$ cat src/rtl/fetch_pkg.sv
// ============================================================================
// Module   : fetch_pkg
// Brief    : Shared state encoding and target arithmetic for the fetch unit.
// Revision : 1.0
// ============================================================================
`default_nettype none

package fetch_pkg;

  typedef enum logic [1:0] {
    FETCH = 2'd0,
    HOLD  = 2'd1,
    DRAIN = 2'd2
  } fetch_state_t;

  function automatic int unsigned instr_bytes(input int unsigned instr_w);
    return instr_w / 8;
  endfunction

  // Operates at 64 bits; callers truncate to ADDR_W, which yields the mod-2^ADDR_W result.
  function automatic logic [63:0] calc_target(input logic [63:0]  pc,
                                              input logic [63:0]  off_sext,
                                              input int unsigned  bytes);
    return pc + 64'(bytes) + (off_sext << 2);
  endfunction

endpackage

`default_nettype wire

$ cat src/rtl/fetch_queue.sv
// ============================================================================
// Module   : fetch_queue
// Brief    : Synchronous FIFO with flush; flush beats push, wrap-bit pointers.
// Revision : 1.0
// ============================================================================
`default_nettype none

module fetch_queue
  import fetch_pkg::*;
#(
  parameter int WIDTH = 64,
  parameter int DEPTH = 4
) (
  input  logic                       CLK,
  input  logic                       RESET,
  input  logic                       i_push,
  input  logic [WIDTH-1:0]           i_push_data,
  input  logic                       i_pop,
  input  logic                       i_flush,
  output logic [WIDTH-1:0]           o_head,
  output logic [$clog2(DEPTH):0]     o_count,
  output logic                       o_full,
  output logic                       o_empty
);

  localparam int             PTR_W     = $clog2(DEPTH);
  localparam logic [PTR_W:0] C_PTR_ONE = (PTR_W + 1)'(1);

  logic [PTR_W:0]   r_wr_ptr;
  logic [PTR_W:0]   r_rd_ptr;
  logic [WIDTH-1:0] r_mem [DEPTH];
  logic             w_do_push;
  logic             w_do_pop;

  assign o_empty   = (r_wr_ptr == r_rd_ptr);
  assign o_full    = (r_wr_ptr[PTR_W] != r_rd_ptr[PTR_W]) &&
                     (r_wr_ptr[PTR_W-1:0] == r_rd_ptr[PTR_W-1:0]);
  assign o_count   = r_wr_ptr - r_rd_ptr;
  assign w_do_pop  = i_pop && !o_empty;
  // A full queue still accepts a push when the head leaves on the same edge.
  assign w_do_push = i_push && (!o_full || w_do_pop);
  assign o_head    = r_mem[r_rd_ptr[PTR_W-1:0]];

  always_ff @(posedge CLK) begin
    if (RESET || i_flush) begin
      r_wr_ptr <= '0;
      r_rd_ptr <= '0;
    end else begin
      if (w_do_push) r_wr_ptr <= r_wr_ptr + C_PTR_ONE;
      if (w_do_pop)  r_rd_ptr <= r_rd_ptr + C_PTR_ONE;
    end
  end

  always_ff @(posedge CLK) begin
    if (w_do_push && !i_flush) r_mem[r_wr_ptr[PTR_W-1:0]] <= i_push_data;
  end

endmodule

`default_nettype wire

$ cat src/rtl/fetch_unit.sv
// ============================================================================
// Module   : fetch_unit
// Brief    : PC owner, I-cache busywait requester and decode-side fetch queue.
//            Optional performance counters enabled by FETCH_PERF_EN.
// Revision : 1.0
// ============================================================================
`default_nettype none

module fetch_unit
  import fetch_pkg::*;
#(
  parameter int               ADDR_W   = 32,
  parameter int               INSTR_W  = 32,
  parameter int               OFFSET_W = 8,
  parameter int               DEPTH    = 4,
  parameter logic [ADDR_W-1:0] RESET_PC = '0
) (
  input  logic                CLK,
  input  logic                RESET,
  output logic                IC_READ,
  output logic [ADDR_W-1:0]   IC_ADDR,
  input  logic                IC_BUSYWAIT,
  input  logic [INSTR_W-1:0]  IC_INSTR,
  output logic                INSTR_VALID,
  input  logic                INSTR_READY,
  output logic [INSTR_W-1:0]  INSTR,
  output logic [ADDR_W-1:0]   INSTR_PC,
  input  logic                REDIRECT,
  input  logic [OFFSET_W-1:0] REDIRECT_OFFSET
`ifdef FETCH_PERF_EN
  ,
  output logic [15:0]         PERF_MISS_CYCLES,
  output logic [15:0]         PERF_FLUSHES
`endif
);

  localparam int unsigned      INSTR_BYTES = instr_bytes(INSTR_W);
  localparam int               Q_W         = ADDR_W + INSTR_W;
  localparam int               CNT_W       = $clog2(DEPTH) + 1;
  localparam logic [ADDR_W-1:0] C_PC_STEP  = ADDR_W'(INSTR_BYTES);

  fetch_state_t      r_state;
  fetch_state_t      w_state_nxt;
  logic [ADDR_W-1:0] r_fetch_pc;
  logic [ADDR_W-1:0] w_fetch_pc_nxt;
  logic [ADDR_W-1:0] r_target;
  logic [ADDR_W-1:0] w_target_nxt;
  logic [ADDR_W-1:0] w_target;
  logic              w_complete;
  logic              w_pop;
  logic              w_push;
  logic              w_redirect;
  logic              w_room;
  logic [CNT_W-1:0]  w_count;
  logic              w_full;
  logic              w_empty;
  logic [Q_W-1:0]    w_head;

  assign IC_READ     = !RESET && (r_state != HOLD);
  assign IC_ADDR     = r_fetch_pc;
  assign w_complete  = IC_READ && !IC_BUSYWAIT;
  assign w_pop       = INSTR_VALID && INSTR_READY;
  assign w_redirect  = w_pop && REDIRECT;
  assign w_push      = (r_state == FETCH) && w_complete;
  assign w_room      = (int'(w_count) + int'(w_push) - int'(w_pop)) < DEPTH;
  assign w_target    = ADDR_W'(calc_target(64'(INSTR_PC),
                                           64'($signed(REDIRECT_OFFSET)),
                                           INSTR_BYTES));

  assign INSTR_VALID = !w_empty;
  assign INSTR       = w_empty ? '0 : w_head[INSTR_W-1:0];
  assign INSTR_PC    = w_empty ? '0 : w_head[Q_W-1:INSTR_W];

  fetch_queue #(
    .WIDTH (Q_W),
    .DEPTH (DEPTH)
  ) u_queue (
    .CLK         (CLK),
    .RESET       (RESET),
    .i_push      (w_push),
    .i_push_data ({r_fetch_pc, IC_INSTR}),
    .i_pop       (w_pop),
    .i_flush     (w_redirect),
    .o_head      (w_head),
    .o_count     (w_count),
    .o_full      (w_full),
    .o_empty     (w_empty)
  );

  always_ff @(posedge CLK) begin
    if (RESET) begin
      r_state    <= FETCH;
      r_fetch_pc <= RESET_PC;
      r_target   <= RESET_PC;
    end else begin
      r_state    <= w_state_nxt;
      r_fetch_pc <= w_fetch_pc_nxt;
      r_target   <= w_target_nxt;
    end
  end

  always_comb begin
    w_state_nxt    = r_state;
    w_fetch_pc_nxt = r_fetch_pc;
    w_target_nxt   = r_target;
    case (r_state)
      FETCH: begin
        if (w_redirect) begin
          // An outstanding read cannot be aborted, so it must be drained first.
          if (w_complete) begin
            w_fetch_pc_nxt = w_target;
          end else begin
            w_target_nxt = w_target;
            w_state_nxt  = DRAIN;
          end
        end else if (w_complete) begin
          w_fetch_pc_nxt = r_fetch_pc + C_PC_STEP;
          if (!w_room) w_state_nxt = HOLD;
        end
      end
      HOLD: begin
        if (w_redirect) begin
          w_fetch_pc_nxt = w_target;
          w_state_nxt    = FETCH;
        end else if (!w_full || w_pop) begin
          w_state_nxt = FETCH;
        end
      end
      DRAIN: begin
        if (w_complete) begin
          w_fetch_pc_nxt = r_target;
          w_state_nxt    = FETCH;
        end
      end
      default: w_state_nxt = FETCH;
    endcase
  end

`ifdef FETCH_PERF_EN
  logic [15:0] r_perf_miss;
  logic [15:0] r_perf_flush;

  always_ff @(posedge CLK) begin
    if (RESET) begin
      r_perf_miss  <= '0;
      r_perf_flush <= '0;
    end else begin
      if (IC_READ && IC_BUSYWAIT && (r_perf_miss != 16'hFFFF))
        r_perf_miss <= r_perf_miss + 16'd1;
      if (w_redirect && (r_perf_flush != 16'hFFFF))
        r_perf_flush <= r_perf_flush + 16'd1;
    end
  end

  assign PERF_MISS_CYCLES = r_perf_miss;
  assign PERF_FLUSHES     = r_perf_flush;
`endif

endmodule

`default_nettype wire

$ cat config.mk
export PLATFORM = sky130hd
export DESIGN_NAME = fetch_unit
export DESIGN_NICKNAME = d
export VERILOG_FILES = /design/src/rtl/fetch_pkg.sv /design/src/rtl/fetch_queue.sv /design/src/rtl/fetch_unit.sv
export SDC_FILE = /design/constraint.sdc
export NUM_CORES = 1
export LEC_CHECK = 0
export BUFFER_PORTS_ARGS = -buffer_cell sky130_fd_sc_hd__buf_2
export CAP_MARGIN = 20
export CORE_MARGIN = 2
export CORE_UTILIZATION = 38
export CTS_CLUSTER_DIAMETER = 200
export DETAILED_ROUTE_END_ITERATION = 8
export GPL_TIMING_DRIVEN = 0
export SETUP_SLACK_MARGIN = 0.1
export SLEW_MARGIN = 20
export SYNTH_ARGS = -nofsm -noshare
export SYNTH_HDL_FRONTEND = slang
export SYNTH_SLANG_ARGS = --single-unit
$ cat constraint.sdc
create_clock -name CLK -period 8.9 [get_ports CLK]
set_input_delay 1.78 -clock CLK [delete_from_list [all_inputs] [get_ports CLK]]
set_output_delay 1.78 -clock CLK [all_outputs]
set_load 0.05 [all_outputs]
# Word-level counts from Yosys, hierarchy flattened
# Memories as Yosys holds them, arrays and structs flattened. A register that Yosys moved wholly into a read port is not among the register bits.
# Cells that the tools add are included.
# Widths: inputs -> output; s select.
[totals]
mem_bits_rw = 256
wordCells = 71
input_bits = 45
output_inout_bits = 98
ff_bits = 72
memories = 1
[mem_list]
columns = ["memory", "words", "width", "read_ports", "rd_clocked_by_memory_dff", "wr", "line", "source"]
rows = [
  ["u_queue.r_mem", 4, 64, 1, 1, 1, "fetch_queue.sv:31", "logic [WIDTH-1:0] r_mem [DEPTH];"],
]
[classes]
muxes = 20
bitwise_logic = 1
n_eq_ne = 13
n_lt_le_gt_ge = 1
add_sub_neg = 8
reduce_logical = 22
[ops]
columns = ["cell", "n"]
rows = [
  ["$mux 32", 7],
  ["$pmux 32 s3", 1],
  ["$add 32x3->32 const B", 2],
  ["$add 32x10->32", 1],
  ["$mux 2", 9],
  ["$logic_and 1x1->1", 9],
  ["$ne 3x2->1 const B", 3],
  ["$add 3x1->3 const B", 2],
  ["$pmux 2 s3", 1],
  ["$logic_not 1->1", 5],
  ["$lt 5x4->1 const B", 1],
  ["$reduce_and 5->1", 1],
  ["$sub 4x1->5", 1],
  ["$add 3x1->4", 1],
  ["$ne 2x1->1 const B", 2],
  ["$ne 2x2->1 const B", 2],
  ["$reduce_and 4->1", 1],
  ["$eq 3x3->1", 1],
  ["$logic_or 1x1->1", 3],
  ["$ne 3x3->1 const B", 1],
  ["$reduce_and 3->1", 1],
  ["$reduce_bool 3->1", 1],
  ["$sub 3x3->3", 1],
  ["$eq 2x1->1 const B", 1],
  ["6 further kinds", 7],
]

# Logic depth before layout (Yosys ltp)
[logic_depth]
depth_word = 11
depth_mapped = 18

# Modules after synthesis
# From an unflattened synthesis, not the netlist that was laid out.
[hier_totals]
cells_unflattened = 1242
area_unflattened_um2 = 16031.6
[by_module_without_submodules]
columns = ["module", "cells_per_inst", "seq_area_each_um2", "n_inst", "area_each_um2"]
rows = [
  ["fetch_queue", 392, 7847.5, 1, 9766.9],
  ["fetch_unit", 850, 1321.3, 1, 6264.8],
]

# Worst setup path before layout
# Ideal clock, no wire load.
[synth_timing]
path_kind = "input to register"
startpoint = "in RESET"
endpoint = "mem u_queue.r_mem[3][0] (enable)"
t_required_ps = 8414
setup_ps = 486
arrival_time_ps = 5571
path_stages = 4
path_slack_ps = 2843
cell_sequence = "or4b_2 nor2_1 nand2_1 nor2_1"
[synth_via]
elab_chain_len = 8
[synth_rtl]
columns = ["element", "line", "source"]
rows = [
  ["from (decl)", "fetch_unit.sv:19", "input logic RESET,"],
  ["$logic_not 1->1", "fetch_unit.sv:59", "assign IC_READ = !RESET && (r_state != HOLD);"],
  ["$logic_and 1x1->1", "fetch_unit.sv:59", ""],
  ["$logic_and 1x1->1", "fetch_unit.sv:61", "assign w_complete = IC_READ && !IC_BUSYWAIT;"],
  ["$logic_and 1x1->1", "fetch_unit.sv:64", "assign w_push = (r_state == FETCH) && w_complete;"],
  ["$logic_and 1x1->1", "fetch_queue.sv:41", "assign w_do_push = i_push && (!o_full || w_do_pop);"],
  ["$logic_and 1x1->1", "fetch_queue.sv:55", "if (w_do_push && !i_flush) r_mem[r_wr_ptr[PTR_W-1:0]] <= i_push_data;"],
  ["$mux 1", "fetch_queue.sv:55", ""],
  ["$mux 1 (implied by the code)", "fetch_queue.sv:55", ""],
  ["to (decl)", "fetch_queue.sv:31", ""],
]
# No other way between the ends.

# Worst setup path in the final report
[layout_timing]
startpoint = "reg u_queue.r_wr_ptr[0]"
endpoint = "reg r_fetch_pc[31], in the netlist IC_ADDR[31]"
[layout_via]
elab_chain_len = 7
word_cells_on_any_way = 13
cone_classes = "add/sub: 2; eq/ne: 2; mux: 5; reduce/logical: 4"
[layout_rtl]
columns = ["element", "line", "source"]
rows = [
  ["from (decl)", "fetch_queue.sv:29", "logic [PTR_W:0] r_wr_ptr;"],
  ["from (signal assigned)", "fetch_queue.sv:49", "if (w_do_push) r_wr_ptr <= r_wr_ptr + C_PTR_ONE;"],
  ["$eq 3x3->1 (*)", "fetch_queue.sv:35", "assign o_empty = (r_wr_ptr == r_rd_ptr);"],
  ["$mux 32", "fetch_unit.sv:72", "assign INSTR_PC = w_empty ? '0 : w_head[Q_W-1:INSTR_W];"],
  ["$add 32x3->32", "fetch_pkg.sv:24", "return pc + 64'(bytes) + (off_sext << 2);"],
  ["$add 32x10->32", "fetch_pkg.sv:24", ""],
  ["$mux 32", "fetch_unit.sv:110", "if (w_complete) begin"],
  ["$mux 32", "fetch_unit.sv:108", "if (w_redirect) begin"],
  ["$pmux 32 s3", "fetch_unit.sv:106", "case (r_state)"],
  ["to (signal assigned)", "fetch_unit.sv:97", "r_fetch_pc <= w_fetch_pc_nxt;"],
  ["to (decl)", "fetch_unit.sv:44", "logic [ADDR_W-1:0] r_fetch_pc;"],
]
# Mark *: on every way between the ends. The rest lies on a longest branch, timed or not. The select of a mux whose other input is x is not followed.
# A chain may end at the register's enable or synchronous reset.

==> run summary <==
Critical Path Start Type - register
initial core utilization - 0.386
Seq/Total Area, Yosys - 0.579
initial antenna violation count - 1
Slew headroom - 0.294
routed via count - 11080
Vias/cell - 5.57
DPL Wire Length - 29900 um
WL final - 43100 um
final hold slack - 459 ps
IO Count - 143
H-tree depth - 2
Final Cycle Share - 0.642
Fmax achieved - 0.175 GHz
final hold violation count - 0
Pleak - 0.00669 uW
Netlist cell types - 73
GRT Util Overall - 0.198
Core ar. - 41000 um^2
# setup viols final - 0
number of global-route vias before repair - 11049
grt total ovfl - 0
Post-Syn Area - 15800 um^2
CTS tree - done
CTS clk-pin slew, worst paths - 60 ps
outcome - completed
Net Count, Synth - 1363
Placed Area - 17400 um^2
Clock Latency Late Sink - 550 ps
Post-synth EDFFs - 256
most area-consuming cells after synthesis - edfxtp_1 (49%), dfxtp_1 (9.4%), mux4_2 (9.0%)
fin area - 18600 um^2
maximum number of pins on one net before global-route repair - 43
CP endpoint kind - register
Yosys warnings - 0
ys flop type - edfxtp_1
Post-Synthesis Mean Instance Area - 12.7 um^2
Pre-antenna DRT Iters - 5
Final Critical Period - 5720 ps
Max IR drop VDD - 132 uV
area grow syn2layout - 17.7%
CTS Buf Count - 37
# Post-CTS Setup Buffers - 0
asr flop ratio synth - 0
Worst Path Arrival - 6130 ps
Mapped Cells - 1244
Final #Nets - 1551
chip width - 208 um
critical path peak fanout - 10
root buffer cell - clkbuf_16
Clock Sinks - 330
DRC violations left - 0
Max Buffers Root-to-Sink - 3
# hold bufs at CTS - 0
clk_skew - 22.6 ps
first-pass GRT wire length - 65800 um
Routed Antenna Nets - 0
RSZ-0062 raised after global routing - false
WL per Instance - 21.7 um
top cell type's share of synthesized area - 0.486
area leader, netlist - edfxtp_1
drt first-iter violations - 912
kind of critical path - reg -> reg
die area - 43300 um^2
share of cells above drive strength 1 - 0.204
# Max-Cap Violations - 0
gpl congestion - 0.904
DP Worst Slack - 3090 ps
Final Total Pwr - 4550 uW
Final Max Slew Viols - 0
die span in y - 208 um
Final WS setup - 3180 ps
Tightest Pin Transition - 1060 ps
Seq cells post-synth - 330
Rows - 74
diodes inserted - 0
Cell Pwr Density - 244 nW/um^2
Hold Crit Class - reg -> reg
input/output buffers - 142
Data required, critical path - 9320 ps
Post-CTS Resized - 0
per-stage QoR:
stage | instances | setup TNS, ps | utilization
6_report | 1991 | 0 | 0.454
5_1_grt | 1991 | 0 | 0.454
4_1_cts | 1991 | 0 | 0.454
3_5_place_dp | 1925 | 0 | 0.424
3_3_place_gp | 1918 | -3530 | 0.419
2_1_floorplan | 1244 | 0 | -
worst paths after layout:
kind	slack, ps	to	cells past startpoint	from
worst max-delay path	3180	IC_ADDR[31]	15	u_queue.r_wr_ptr[0]
worst min-delay path	460	r_target[26]	2	r_target[26]
worst max register to register	3180	IC_ADDR[31]	15	u_queue.r_wr_ptr[0]
worst min register to register	460	r_target[26]	2	r_target[26]
flip-flops by register name, summed over array words and instances (netlist names), named ones only:
register	count
u_queue.r_mem	256
IC_ADDR	32
r_target	32
u_queue.r_rd_ptr	3
u_queue.r_wr_ptr	3
r_state	2
layout by cell type (no fill, tap or decap), drive strengths merged, types with 14 or more instances in the layout:
cell type  Yosys  layout
edfxtp       256     256
buf           17     166
nand2        116     116
a21oi        107     107
clkbuf        52     100
nor2          79      79
dfxtp         74      74
ha            72      72
and2          67      67
mux4          63      63
o21ai         43      43
nand3         33      33
nor3          29      29
inv           24      25
xnor2         19      19
xor2          19      19
a211oi        19      19
a31oi         15      15
and3          14      14
Yosys cell counts (6+ instances only):
master	n
mux4_2	63
nand2_1	116
xor2_1	19
buf_1	11
mux2i_1	6
clkbuf_1	51
a211oi_1	19
o21ai_0	41
nand3_1	32
nand4_1	7
dfxtp_1	74
and2_1	67
a22oi_1	7
and3_1	13
a31oi_1	15
a221oi_1	7
a21o_1	8
edfxtp_1	256
ha_1	72
a21oi_1	105
nor2_1	79
xnor2_1	19
nor3_1	29
inv_1	24
layer usage:
layer,vias up,wire length (um),track usage
li1,5144,-,-
met1,5505,18600,0.259
met2,357,20700,0.329
met3,74,2590,0.0394
met4,0,1180,0.0662
met5,-,0,0
cells by family after synthesis:
group                      synth area share
AOI/OAI and AO/OA                     0.110
xor gates and xnor gates             0.0210
DFF                                   0.579
and+or+nand+nor                       0.113
buffers and inverters                0.0229
adders and majority gates            0.0595
muxes                                0.0942
power by group:
group	internal [uW]	total, uW	switching [uW]
Combinational	352	1170	815
Sequential	1770	1840	76.3
Clock	916	1540	627
critical path, stage by stage (launching register included):
cell and delay, ps:
dfxtp_1 400, inv_1 110, ha_1 350, nand3_1 260, clkbuf_1 820, clkbuf_1 540
and2_1 240, ha_1 250, ha_1 400, a21oi_1 390, o21ai_0 270, nor3_1 330
a21oi_1 200, o41ai_1 670, mux2i_1 290, a21oi_1 80
final cells by class:
class                   instances  area, um^2
inverters                      24        90.1
clock inverters                18         225
well taps                     532         666
multi-input cells             821        6320
clock buffers                  48         998
repair buffers                149         888
plain buffers                  69         274
flip-flops and latches        330        9170
fillers                      3738       22400
(Power assumes the default switching activity.)
